`src/rtl/vga_sync_gen.sv`:
```
// Raster timing source: divides clk into a pixel tick, runs the x/y counters and
// registers sync, blanking, frame strobe and board-cell coordinates from the next position.
module vga_sync_gen #(
  parameter int unsigned H_DISPLAY  = 640,
  parameter int unsigned H_FRONT    = 16,
  parameter int unsigned H_SYNC     = 96,
  parameter int unsigned H_BACK     = 48,
  parameter int unsigned V_DISPLAY  = 480,
  parameter int unsigned V_FRONT    = 10,
  parameter int unsigned V_SYNC     = 2,
  parameter int unsigned V_BACK     = 33,
  parameter int unsigned TICK_DIV   = 2,
  parameter int unsigned CELL_SHIFT = 4
) (
  input  logic       clk,
  input  logic       rst,
  output logic       ptick,
  output logic [9:0] pixel_x,
  output logic [9:0] pixel_y,
  output logic [5:0] x_div,
  output logic [5:0] y_div,
  output logic       video_on,
  output logic       hsync,
  output logic       vsync,
  output logic       frame_start
);

  localparam int unsigned H_TOTAL = H_DISPLAY + H_FRONT + H_SYNC + H_BACK;
  localparam int unsigned V_TOTAL = V_DISPLAY + V_FRONT + V_SYNC + V_BACK;
  localparam int unsigned TW      = (TICK_DIV > 1) ? $clog2(TICK_DIV) : 1;

  localparam logic [TW-1:0] TickLast = TW'(TICK_DIV - 1);
  localparam logic [9:0]    HLast    = 10'(H_TOTAL - 1);
  localparam logic [9:0]    VLast    = 10'(V_TOTAL - 1);
  localparam logic [9:0]    HVis     = 10'(H_DISPLAY);
  localparam logic [9:0]    VVis     = 10'(V_DISPLAY);
  localparam logic [9:0]    HSyncLo  = 10'(H_DISPLAY + H_FRONT);
  localparam logic [9:0]    HSyncHi  = 10'(H_DISPLAY + H_FRONT + H_SYNC - 1);
  localparam logic [9:0]    VSyncLo  = 10'(V_DISPLAY + V_FRONT);
  localparam logic [9:0]    VSyncHi  = 10'(V_DISPLAY + V_FRONT + V_SYNC - 1);

  logic [TW-1:0] tick_cnt_q, tick_cnt_d;
  logic          adv;
  logic [9:0]    x_nxt, y_nxt;
  logic          vis_nxt, hs_nxt, vs_nxt, fs_nxt;
  logic [5:0]    xd_nxt, yd_nxt;

  always_comb begin
    adv        = (tick_cnt_q == TickLast);
    tick_cnt_d = adv ? '0 : tick_cnt_q + 1'b1;

    x_nxt = pixel_x + 10'd1;
    y_nxt = pixel_y;
    if (pixel_x == HLast) begin
      x_nxt = '0;
      y_nxt = (pixel_y == VLast) ? '0 : pixel_y + 10'd1;
    end

    // Derived outputs come from the next position so they land in step with pixel_x/pixel_y.
    vis_nxt = (x_nxt < HVis) && (y_nxt < VVis);
    hs_nxt  = !((x_nxt >= HSyncLo) && (x_nxt <= HSyncHi));
    vs_nxt  = !((y_nxt >= VSyncLo) && (y_nxt <= VSyncHi));
    xd_nxt  = vis_nxt ? 6'(x_nxt >> CELL_SHIFT) : 6'h3F;
    yd_nxt  = vis_nxt ? 6'(y_nxt >> CELL_SHIFT) : 6'h3F;
    fs_nxt  = adv && (x_nxt == '0) && (y_nxt == '0);
  end

  always_ff @(posedge clk or negedge rst) begin
    if (!rst) begin
      tick_cnt_q  <= '0;
      ptick       <= 1'b0;
      frame_start <= 1'b0;
      pixel_x     <= HLast;
      pixel_y     <= VLast;
      video_on    <= 1'b0;
      hsync       <= 1'b1;
      vsync       <= 1'b1;
      x_div       <= 6'h3F;
      y_div       <= 6'h3F;
    end else begin
      tick_cnt_q  <= tick_cnt_d;
      ptick       <= adv;
      frame_start <= fs_nxt;
      if (adv) begin
        pixel_x  <= x_nxt;
        pixel_y  <= y_nxt;
        video_on <= vis_nxt;
        hsync    <= hs_nxt;
        vsync    <= vs_nxt;
        x_div    <= xd_nxt;
        y_div    <= yd_nxt;
      end
    end
  end

endmodule

```
`config.mk`:
```
export PLATFORM = sky130hd
export DESIGN_NAME = vga_sync_gen
export DESIGN_NICKNAME = d
export VERILOG_FILES = /design/src/rtl/vga_sync_gen.sv
export SDC_FILE = /design/constraint.sdc
export NUM_CORES = 1
export LEC_CHECK = 0
export CAP_MARGIN = 20
export CORE_MARGIN = 3
export CORE_UTILIZATION = 45
export CTS_CLUSTER_SIZE = 40
export DETAILED_ROUTE_END_ITERATION = 7
export DONT_BUFFER_PORTS = 1
export GPL_ROUTABILITY_DRIVEN = 0
export PLACE_DENSITY = 0.61
export SLEW_MARGIN = 20
export SYNTH_ARGS = -nofsm -noshare
export SYNTH_HDL_FRONTEND = slang
export SYNTH_SLANG_ARGS = --single-unit
```
`constraint.sdc`:
```
create_clock -name clk -period 3.42 [get_ports clk]
set_input_delay 0.342 -clock clk [delete_from_list [all_inputs] [get_ports clk]]
set_output_delay 0.342 -clock clk [all_outputs]
set_load 0.02 [all_outputs]
```
Word level (Yosys, flattened, before mapping)
Cells that the tools add are included.
{ "op_classes": {"n_addsub": 3, "order_cmp": 6, "eq_ne": 2, "muxes": 6, "n_reduce_logical": 9} }
{ "op_table": {"columns": ["op", "count"], "rows": [
  ["$mux 10", 3],
  ["$add 10x1->10 const B", 2],
  ["$eq 10x10->1 const B", 2],
  ["$logic_not 10->1", 2],
  ["$mux 6", 2],
  ["$ge 10x10->1 const B", 1],
  ["$ge 10x9->1 const B", 1],
  ["$le 10x10->1 const B", 1],
  ["$le 10x9->1 const B", 1],
  ["$lt 10x10->1 const B", 1],
  ["$lt 10x9->1 const B", 1],
  ["$logic_and 1x1->1", 5],
  ["$logic_not 1->1", 2],
  ["$add 1x1->1 const B", 1],
  ["$mux 1", 1]
]} }
{ "word_totals": {"register_bits": 38, "inputBits": 2, "output_inout_bits": 37, "wordCells": 36} }

Longest topological paths before layout
Gate-level depths: netlist of the first run.
{ "depth": {"depth_word": 6, "mapped_depth": 9, "mapped_depth_nobuf": 8} }

Least setup slack after synthesis of the first run
No wires, ideal clock.
{ "synth_timing": {"path_kind": "register to register", "start": "register pixel_x[1]", "end": "register vsync", "setup_time_ns": 0.080, "arrival_time_ns": 2.501, "required_ns": 3.340, "setup_slack_ns": 0.839, "path_stages_with_launch": 8, "path_buffers": 1, "synth_period_minus_slack_ns": 2.581, "path_cell_list": "dfstp_2 > ha_1 > nand4_2 > buf_4 > nor3_4 > mux2_2 > or4_1 > o22a_1"} }
{ "synth_via": {"elab_chain_cells": 5, "word_cells_on_any_way": 6, "cone_classes": "order compare: 2; eq/ne: 1; mux: 1; reduce/logical: 2"} }
{ "synth_rtl": {"columns": ["item", "line_no", "rtl"], "rows": [
  ["from (decl)", "18", "output logic [9:0] pixel_x,"],
  ["from (signal assigned)", "73", "pixel_x <= HLast;"],
  ["from (signal assigned)", "85", "pixel_x <= x_nxt;"],
  ["$eq 10x10->1 (*)", "54", "if (pixel_x == HLast) begin"],
  ["$mux 10 (*)", "54", null],
  ["$ge 10x9->1 or $le 10x9->1 (tied branches)", "62", "vs_nxt = !((y_nxt >= VSyncLo) && (y_nxt <= VSyncHi));"],
  ["$logic_and 1x1->1 (*)", "62", null],
  ["$logic_not 1->1 (*)", "62", null],
  ["to (signal assigned)", "89", "vsync <= vs_nxt;"],
  ["to (decl)", "24", "output logic vsync,"]
]} }
Every way passes the cells marked *; elsewhere a longest branch is shown, timed or not.
A chain may end at the register's enable or synchronous reset.

Worst setup path in the final report of the first run
{ "layout_timing": {"start": "register pixel_x[1]", "end": "register frame_start"} }
{ "layout_via": {"elab_chain_cells": 5, "word_cells_on_any_way": 8, "cone_classes": "add/sub: 1; eq/ne: 1; mux: 2; reduce/logical: 4"} }
{ "layout_rtl": {"columns": ["item", "line_no", "rtl"], "rows": [
  ["$add 10x1->10 or $eq 10x10->1 (tied branches)", "52, 54", null],
  ["$mux 10", "54", null],
  ["$logic_not 10->1", "65", "fs_nxt = adv && (x_nxt == '0) && (y_nxt == '0);"],
  ["$logic_and 1x1->1", "65", null],
  ["$logic_and 1x1->1 (*)", "65", null],
  ["net fs_nxt", "45", "logic vis_nxt, hs_nxt, vs_nxt, fs_nxt;"],
  ["to (signal assigned)", "83", "frame_start <= fs_nxt;"],
  ["to (decl)", "25", "output logic frame_start"]
]} }
The timed path passes the listed nets; every way through them passes the cells marked *.

==> metrics.md, run 1 <==
| Metric | Value |
|---|---|
| Highest fanout seen on the critical path | `12` |
| CTS tree | `done` |
| Final-layout fill cell count | `478` |
| Pins over their slew limit | `0` |
| Cells taking the most area after synthesis | `dfstp_2, dfrtp_1, xnor2_1` |
| Detailed placement HPWL | `4150 um` |
| Synthesis-stage register bit count | `38` |
| Post-synthesis to final-layout area growth | `7.85%` |
| Leakage power total | `0.892 nW` |
| Switching Fraction | `18.8%` |
| Unique masters post-synth | `58` |
| Critical path endpoint category | `flip-flop` |
| Number of violations of the max-capacitance limit | `0` |
| Count of hold-fix buffers inserted at cts | `2` |
| Top-area cell type share of the netlist area | `26.0%` |
| Post-route DRC | `0` |
| Worst vdd ir | `0.182 mV` |
| Worst Path Required | `3.65 ns` |
| Total power | `0.942 mW` |
| PostCTS Resize Cnt | `0` |
| Layout cells sized above 1 | `22.0%` |
| R2r setup slk | `0.51 ns` |
| Wire length after detailed routing | `5870 um` |
| Total setup violations reported at the end of the flow | `0` |
| Final design utilization | `50.5%` |
| Critical path data arrival time | `3.14 ns` |
| Initial standard-cell utilization of the core | `46.8%` |
| Post-synthesis instance area | `2420 um2` |
| Proportion of register bits with asynchronous set or reset after synthesis | `100%` |
| Total overflow reported by the global router | `0` |
| Antenna fix cells | `0` |
| Clk sink count | `38` |
| Horizontal extent of the die | `79.4 um` |
| Core region area | `5170 um2` |
| Number of nets in the layout | `261` |
| Power per Cell Area | `361 nW/um2` |
| Number of buffers added by the clock tree synthesis step | `5` |
| Share of power burned in registers | `47.8%` |
| Number of antenna violations at the first check in global routing | `0` |
| Internal power of the cells | `0.765 mW` |
| RSZ-0062 raised after global routing | `no` |
| Quantity of I/O buffers inserted on ports | `0` |
| Combinational share of power | `1.3%` |
| Kind of launch point of the worst setup path | `flip-flop` |
| Worst min-delay path class | `in2async` |
| Area enclosed by the die boundary | `6300 um2` |
| Period utilisation layout | `85.1%` |
| Number of top-level design ports | `39` |
| Worst clock skew | `0.00453 ns` |
| Dominant register cell in the synthesized netlist | `dfstp_2` |
| Part of the Yosys area used for sequential elements | `40.5%` |
| Clock buffer depth | `2` |
| Cell at the root of the clock tree | `clkbuf_8` |
| Worst flop-to-flop path endpoint | `frame_start$_DFF_PN0_` |
| Cell count after synthesis | `259` |
| Latest clock arrival within the worst-skew pair | `0.30 ns` |
| Average wire per cell in the routed design | `18.0 um` |
| Post-route minimum period | `2.91 ns` |
| Overall Global Routing Usage | `20.4%` |
| Initial DRT Pass Iterations | `4` |
| Setup Crit Path Kind | `reg2reg` |
| Vias in the first global route | `1880` |
| Post-CTS Setup Repair Bufs | `0` |
| Highest Clock Rate | `344 MHz` |
| Outcome | `complete, no violations` |
| Total number of vias | `1926` |
| First-iteration detailed-routing DRC count | `108` |
| Maximum number of pins on one net before global-route repair | `39` |
| Post-synth top area cell | `dfstp_2` |
| H-tree depth | `2` |
| Wire length of the first global-routing pass | `9960 um` |
| Number of cells traversed by the worst register-to-register path | `8` |
| Row cnt | `26` |
| Number of flops mapped to enable cells by yosys | `0` |
| Post-detailed-route count of antenna-violating nets | `0` |
| Net Sw Power | `0.177 mW` |
| Launch point of the worst reg-to-reg path | `pixel_x[1]$_DFFE_PN1P_` |
| Mean area per synthesized cell | `9.35 um2` |
| Final-report hold violation count | `0` |
| Clk pin slew, worst setup/hold paths | `0.08 ns` |
| Relative slew slack | `60.5%` |
| Setup TNS | `0 ns` |
| Via density | `5.93` |
| Synth Warn # | `0` |
| Die height | `79.4 um` |
| Tightest Pin Transition | `0.592 ns` |
| Syn_nets | `266` |
| Clock network fraction of total power | `50.9%` |
layout make-up:
type	count	area (um2)	share of cell area, %
clock buffers	6	82.6	3.16
flip-flops and latches	38	981	37.5
repair buffers	6	60.1	2.30
inverters	7	26.3	1.01
well taps	70	87.6	3.35
multi-input cells	196	1320	50.3
clock inverters	2	60.1	2.30
layer usage:
metal	part of all wire (%)	wire length [um]	track usage [%]	up-vias
met5	0	0	0	-
met4	1.8	105	6.70	0
met3	6.7	392	5.30	11
met2	45	2670	31.7	59
met1	46	2700	27.7	937
li1	-	-	-	919
power groups by stage:
stage	Sequential [mW]	Combinational, mW	Clock [mW]
after global placement	0.458	0.000000371	0
after floorplan	0.458	0.000000408	0
final	0.451	0.0119	0.480
after CTS	0.450	0.0129	0.489
after global routing	0.451	0.0141	0.509
after detailed placement	0.458	0.000000371	0
logic make-up (layout without fill, tap and decap cells):
kind of cell               after synthesis  count (layout)  share of synthesized area (%)
muxes                                    2               2                          0.930
buffers and inverters                   25              21                           5.22
xor gates and xnor gates                22              22                           9.04
adders and majority gates                5               5                           2.58
DFF                                     38              38                           40.5
AOI/OAI and AO/OA                       61              61                           16.5
and+or+nand+nor                        106             106                           25.2
state kept, by name (all words and copies together) (netlist names):
name / count
frame_start: 1
y_div: 6
video_on: 1
pixel_x: 10
pixel_y: 10
vsync: 1
ptick: 1
hsync: 1
x_div: 6
adv: 1
how the worst max path moves through the flow:
stage                       endpoint  cells after the start              startpoint
6_report       frame_start$_DFF_PN0_                      8  pixel_x[1]$_DFFE_PN1P_
5_1_grt         video_on$_DFFE_PN0P_                      7  pixel_x[0]$_DFFE_PN1P_
4_1_cts        frame_start$_DFF_PN0_                      8  pixel_x[1]$_DFFE_PN1P_
3_5_place_dp    video_on$_DFFE_PN0P_                      8  pixel_x[1]$_DFFE_PN1P_
3_3_place_gp    video_on$_DFFE_PN0P_                      7  pixel_x[1]$_DFFE_PN1P_
2_1_floorplan      vsync$_DFFE_PN1P_                      7  pixel_x[1]$_DFFE_PN1P_
worst max-delay path, cell delays in order, from the launching register on:
cell and delay (ns):
dfstp_2 0.65, ha_1 0.31, nand4_2 0.45, nor3_4 0.33, buf_4 0.23, nand3_4 0.11
xnor2_4 0.17, nor4b_1 0.31, and4_1 0.26
cells in the mapped netlist, drive strengths merged, types with 2 or more instances:
| cell | instances |
|---|---|
| a211oi | 2 |
| a21oi | 19 |
| a31oi | 6 |
| a41oi | 2 |
| and4 | 3 |
| buf | 10 |
| clkbuf | 8 |
| dfrtp | 14 |
| dfstp | 24 |
| ha | 5 |
| inv | 6 |
| mux2 | 2 |
| nand2 | 24 |
| nand2b | 3 |
| nand3 | 15 |
| nand3b | 2 |
| nand4 | 5 |
| nor2 | 30 |
| nor3 | 11 |
| nor4 | 5 |
| o21a | 3 |
| o21ai | 13 |
| o22a | 2 |
| o31ai | 4 |
| o32a | 2 |
| or2 | 2 |
| xnor2 | 19 |
| xor2 | 3 |
metrics by stage:
stage                     hold slack (ns)  instances  worst slack (ns)  instance area, um2
after floorplan                    0.0464        259             0.839                2420
after global placement             0.0474        315             0.627                2440
after detailed placement           0.0474        315             0.529                2440
after CTS                           0.538        325             0.521                2610
after global routing                0.554        325             0.312                2610
final                               0.527        325             0.511                2610
placed cells by master (no fill, tap or decap), types with 9 or more instances in the layout:
cell type	netlist	layout
nor2_1	28	28
dfstp_2	24	24
nand2_1	23	23
a21oi_1	19	19
xnor2_1	17	17
nand3_1	14	14
dfrtp_1	14	14
o21ai_0	13	13
nor3_1	9	9
Power figures use the tool's default switching activity.
==> run 2, diff against run 1 <==
Clock period 3.42 ns to 2.4 ns, I/O delays scaled along.
==> run 2 against run 1 <==
Effect of this change:
- register-to-register slack lost 0.42 ns
- die area did not move
- maximum frequency increased by 26%
- cell area is 8.7% higher
- wire length increased by 1.4%
- total power up 18%
- critical path depth unchanged
- first-iteration DRC count rose by 63%
- hold slack worse by 0.11 ns
- clock skew increased by 0.0019 ns
- sequential share of layout area shrank 3.0 points
- utilization increased by 4.4 points
==> metrics.md, run 2 (same netlist as run 1, synthesis figures left out) <==
| Metric | Value |
|---|---|
| Initial standard-cell utilization of the core | `46.8% (unchanged)` |
| First-iteration detailed-routing DRC count | `176 (was 108)` |
| Total overflow reported by the global router | `0 (unchanged)` |
| Total number of vias | `2018 (was 1926)` |
| Switching Fraction | `21.2% (was 18.8%)` |
| Worst clock skew | `0.00644 ns (was 0.00453 ns)` |
| Worst min-delay path class | `in2async (unchanged)` |
| Cell count after placement | `346 (was 315)` |
| Share of power burned in registers | `57.6% (was 47.8%)` |
| Number of nets in the layout | `292 (was 261)` |
| Vias in the first global route | `1979 (was 1880)` |
| Horizontal extent of the die | `79.4 um (unchanged)` |
| Highest Clock Rate | `432 MHz (was 344 MHz)` |
| Number of antenna violations at the first check in global routing | `0 (unchanged)` |
| Internal power of the cells | `0.878 mW (was 0.765 mW)` |
| Worst Hold Margin | `0.419 ns (was 0.527 ns)` |
| Final-layout fill cell count | `477 (was 478)` |
| Quantity of I/O buffers inserted on ports | `0 (unchanged)` |
| Via density | `5.67 (was 5.93)` |
| Average wire per cell in the routed design | `16.7 um (was 18.0 um)` |
| RSZ-0062 raised after global routing | `yes (was no)` |
| Most used cells in the layout excluding fill and tap cells | `buf_4, nor2_1, dfstp_2 (was nor2_1, dfstp_2, nand2_1)` |
| Sequential cell area | `981 um2 (unchanged)` |
| Layout cells sized above 1 | `30.8% (was 22.0%)` |
| Clk pin slew, worst setup/hold paths | `0.08 ns (about the same)` |
| Filler-free cell count of the finished design | `356 (was 325)` |
| Critical path endpoint category | `flip-flop (unchanged)` |
| CTS tree | `done (unchanged)` |
| Post-route minimum period | `2.31 ns (was 2.91 ns)` |
| Combinational share of power | `1.5% (was 1.3%)` |
| Power per Cell Area | `392 nW/um2 (was 361 nW/um2)` |
| Initial DRT Pass Iterations | `4 (unchanged)` |
| Overall Global Routing Usage | `20.5% (was 20.4%)` |
| Core region area | `5170 um2 (unchanged)` |
| Relative slew slack | `67.0% (was 60.5%)` |
| Pins over their slew limit | `0 (unchanged)` |
| Latest clock arrival within the worst-skew pair | `0.29 ns (was 0.30 ns)` |
| Pre-CTS setup slack | `0.109 ns (was 0.529 ns)` |
| Worst vdd ir | `0.182 mV (about the same)` |
| Leakage power total | `1.03 nW (was 0.892 nW)` |
| Post-detailed-route count of antenna-violating nets | `0 (unchanged)` |
| R2r setup slk | `0.09 ns (was 0.51 ns)` |
| Post-route DRC | `0 (unchanged)` |
| Launch point of the worst reg-to-reg path | `pixel_x[1]$_DFFE_PN1P_ (unchanged)` |
| Maximum number of pins on one net before global-route repair | `39 (unchanged)` |
| Die height | `79.4 um (unchanged)` |
| Clk sink count | `38 (unchanged)` |
| Row cnt | `26 (unchanged)` |
| Clock network fraction of total power | `40.8% (was 50.9%)` |
| Cell at the root of the clock tree | `clkbuf_8 (unchanged)` |
| Tightest Pin Transition | `0.490 ns (was 0.592 ns)` |
| Combined area of the multi-input logic cells | `1360 um2 (was 1320 um2)` |
| Antenna fix cells | `0 (unchanged)` |
| Period utilisation layout | `96.4% (was 85.1%)` |
| Highest fanout seen on the critical path | `6 (was 12)` |
| Net Sw Power | `0.236 mW (was 0.177 mW)` |
| Post-synthesis to final-layout area growth | `17.3% (was 7.85%)` |
| Biggest registers after layout | `pixel_x x10, pixel_y x10 (unchanged)` |
| Most common cell after layout, fill and taps aside | `buf_4 (was nor2_1)` |
| Outcome | `complete, no violations (unchanged)` |
| Kind of launch point of the worst setup path | `flip-flop (unchanged)` |
| Clock buffer depth | `2 (unchanged)` |
| Final WS setup | `0.0869 ns (was 0.511 ns)` |
| Critical path data arrival time | `2.54 ns (was 3.14 ns)` |
| Number of buffers added by the clock tree synthesis step | `5 (unchanged)` |
| Final-report hold violation count | `0 (unchanged)` |
| Number of violations of the max-capacitance limit | `0 (unchanged)` |
| Wire length after detailed routing | `5950 um (was 5870 um)` |
| Launching instance or port of the critical path | `pixel_x[1]$_DFFE_PN1P_ (unchanged)` |
| Post-CTS Setup Repair Bufs | `0 (unchanged)` |
| Worst Path Required | `2.62 ns (was 3.65 ns)` |
| Total setup violations reported at the end of the flow | `0 (unchanged)` |
| Detailed placement HPWL | `4490 um (was 4150 um)` |
| Number of top-level design ports | `39 (unchanged)` |
| Wire length of the first global-routing pass | `10200 um (was 9960 um)` |
| H-tree depth | `2 (unchanged)` |
| Area enclosed by the die boundary | `6300 um2 (unchanged)` |
| Setup Crit Path Kind | `reg2reg (unchanged)` |
run 2: cell count changes in the layout (fill, tap and decap cells not counted), sizes merged:
cell and delta:
bufinv -2, buf +31, clkinv +1, clkbuf +1
run 2: what timing repair did:
action                                 4_1_cts  5_1_grt
setup endpoints to repair                    0        2
endpoints found under the hold margin       38        0
resized for setup                            0        3
hold buffers                                 2        0
run 2: worst paths after layout:
| path | to | cells after the start |
|---|---|---|
| worst max-delay path | vsync$_DFFE_PN1P_ | 8 |
| worst min register to register | x_div[2]$_DFFE_PN1P_ | 2 |
| worst min-delay path | pixel_x[6]$_DFFE_PN0P_ | 2 |
| min in group clk | x_div[2]$_DFFE_PN1P_ | 2 |
| worst max register to register | vsync$_DFFE_PN1P_ | 8 |
| max in group asynchronous | pixel_y[2]$_DFFE_PN1P_ | 2 |
run 2: worst max-delay path, stage by stage (launching register included):
cell,delay (ns)
dfstp_2,0.56
ha_4,0.18
nand4_4,0.13
buf_4,0.20
nor3_4,0.24
nand2_1,0.10
xor2_1,0.15
or4_1,0.51
o22a_1,0.17
run 2: area by class of cell:
class / instances / share of cell area [%]
timing repair buffer: 37 / 10.3
clock buffer: 7 / 3.04
clock inverter: 1 / 0.176
sequential: 38 / 34.5
tap: 70 / 3.08
multi-input combinational: 196 / 47.9
inverter: 7 / 0.925
run 2: metal layers:
layer | global-route usage, % | wire (um) | vias up
met3 | 5.76 | 367 | 7
met5 | 0 | 0 | -
met4 | 4.64 | 54 | 0
met2 | 32.7 | 2750 | 52
met1 | 27.9 | 2780 | 978
li1 | - | - | 981
run 2: metrics by stage:
stage	util, %	setup TNS (ns)	power, mW	cell area (um2)
4_1_cts	54.4	0	1.13	2820
2_1_floorplan	-	0	0.653	2450
5_1_grt	54.9	-0.00265	1.17	2840
6_report	54.9	0	1.11	2840
3_5_place_dp	52.1	0	0.653	2690
3_3_place_gp	52.1	0	0.653	2690
run 2: power groups by stage:
stage / logic, mW / clock network (mW) / registers (mW)
finish: 0.0172 / 0.455 / 0.642
global placement: 0.000000527 / 0 / 0.653
CTS: 0.0184 / 0.468 / 0.642
detailed placement: 0.000000527 / 0 / 0.653
global route: 0.0202 / 0.503 / 0.642
floorplan: 0.000000407 / 0 / 0.653
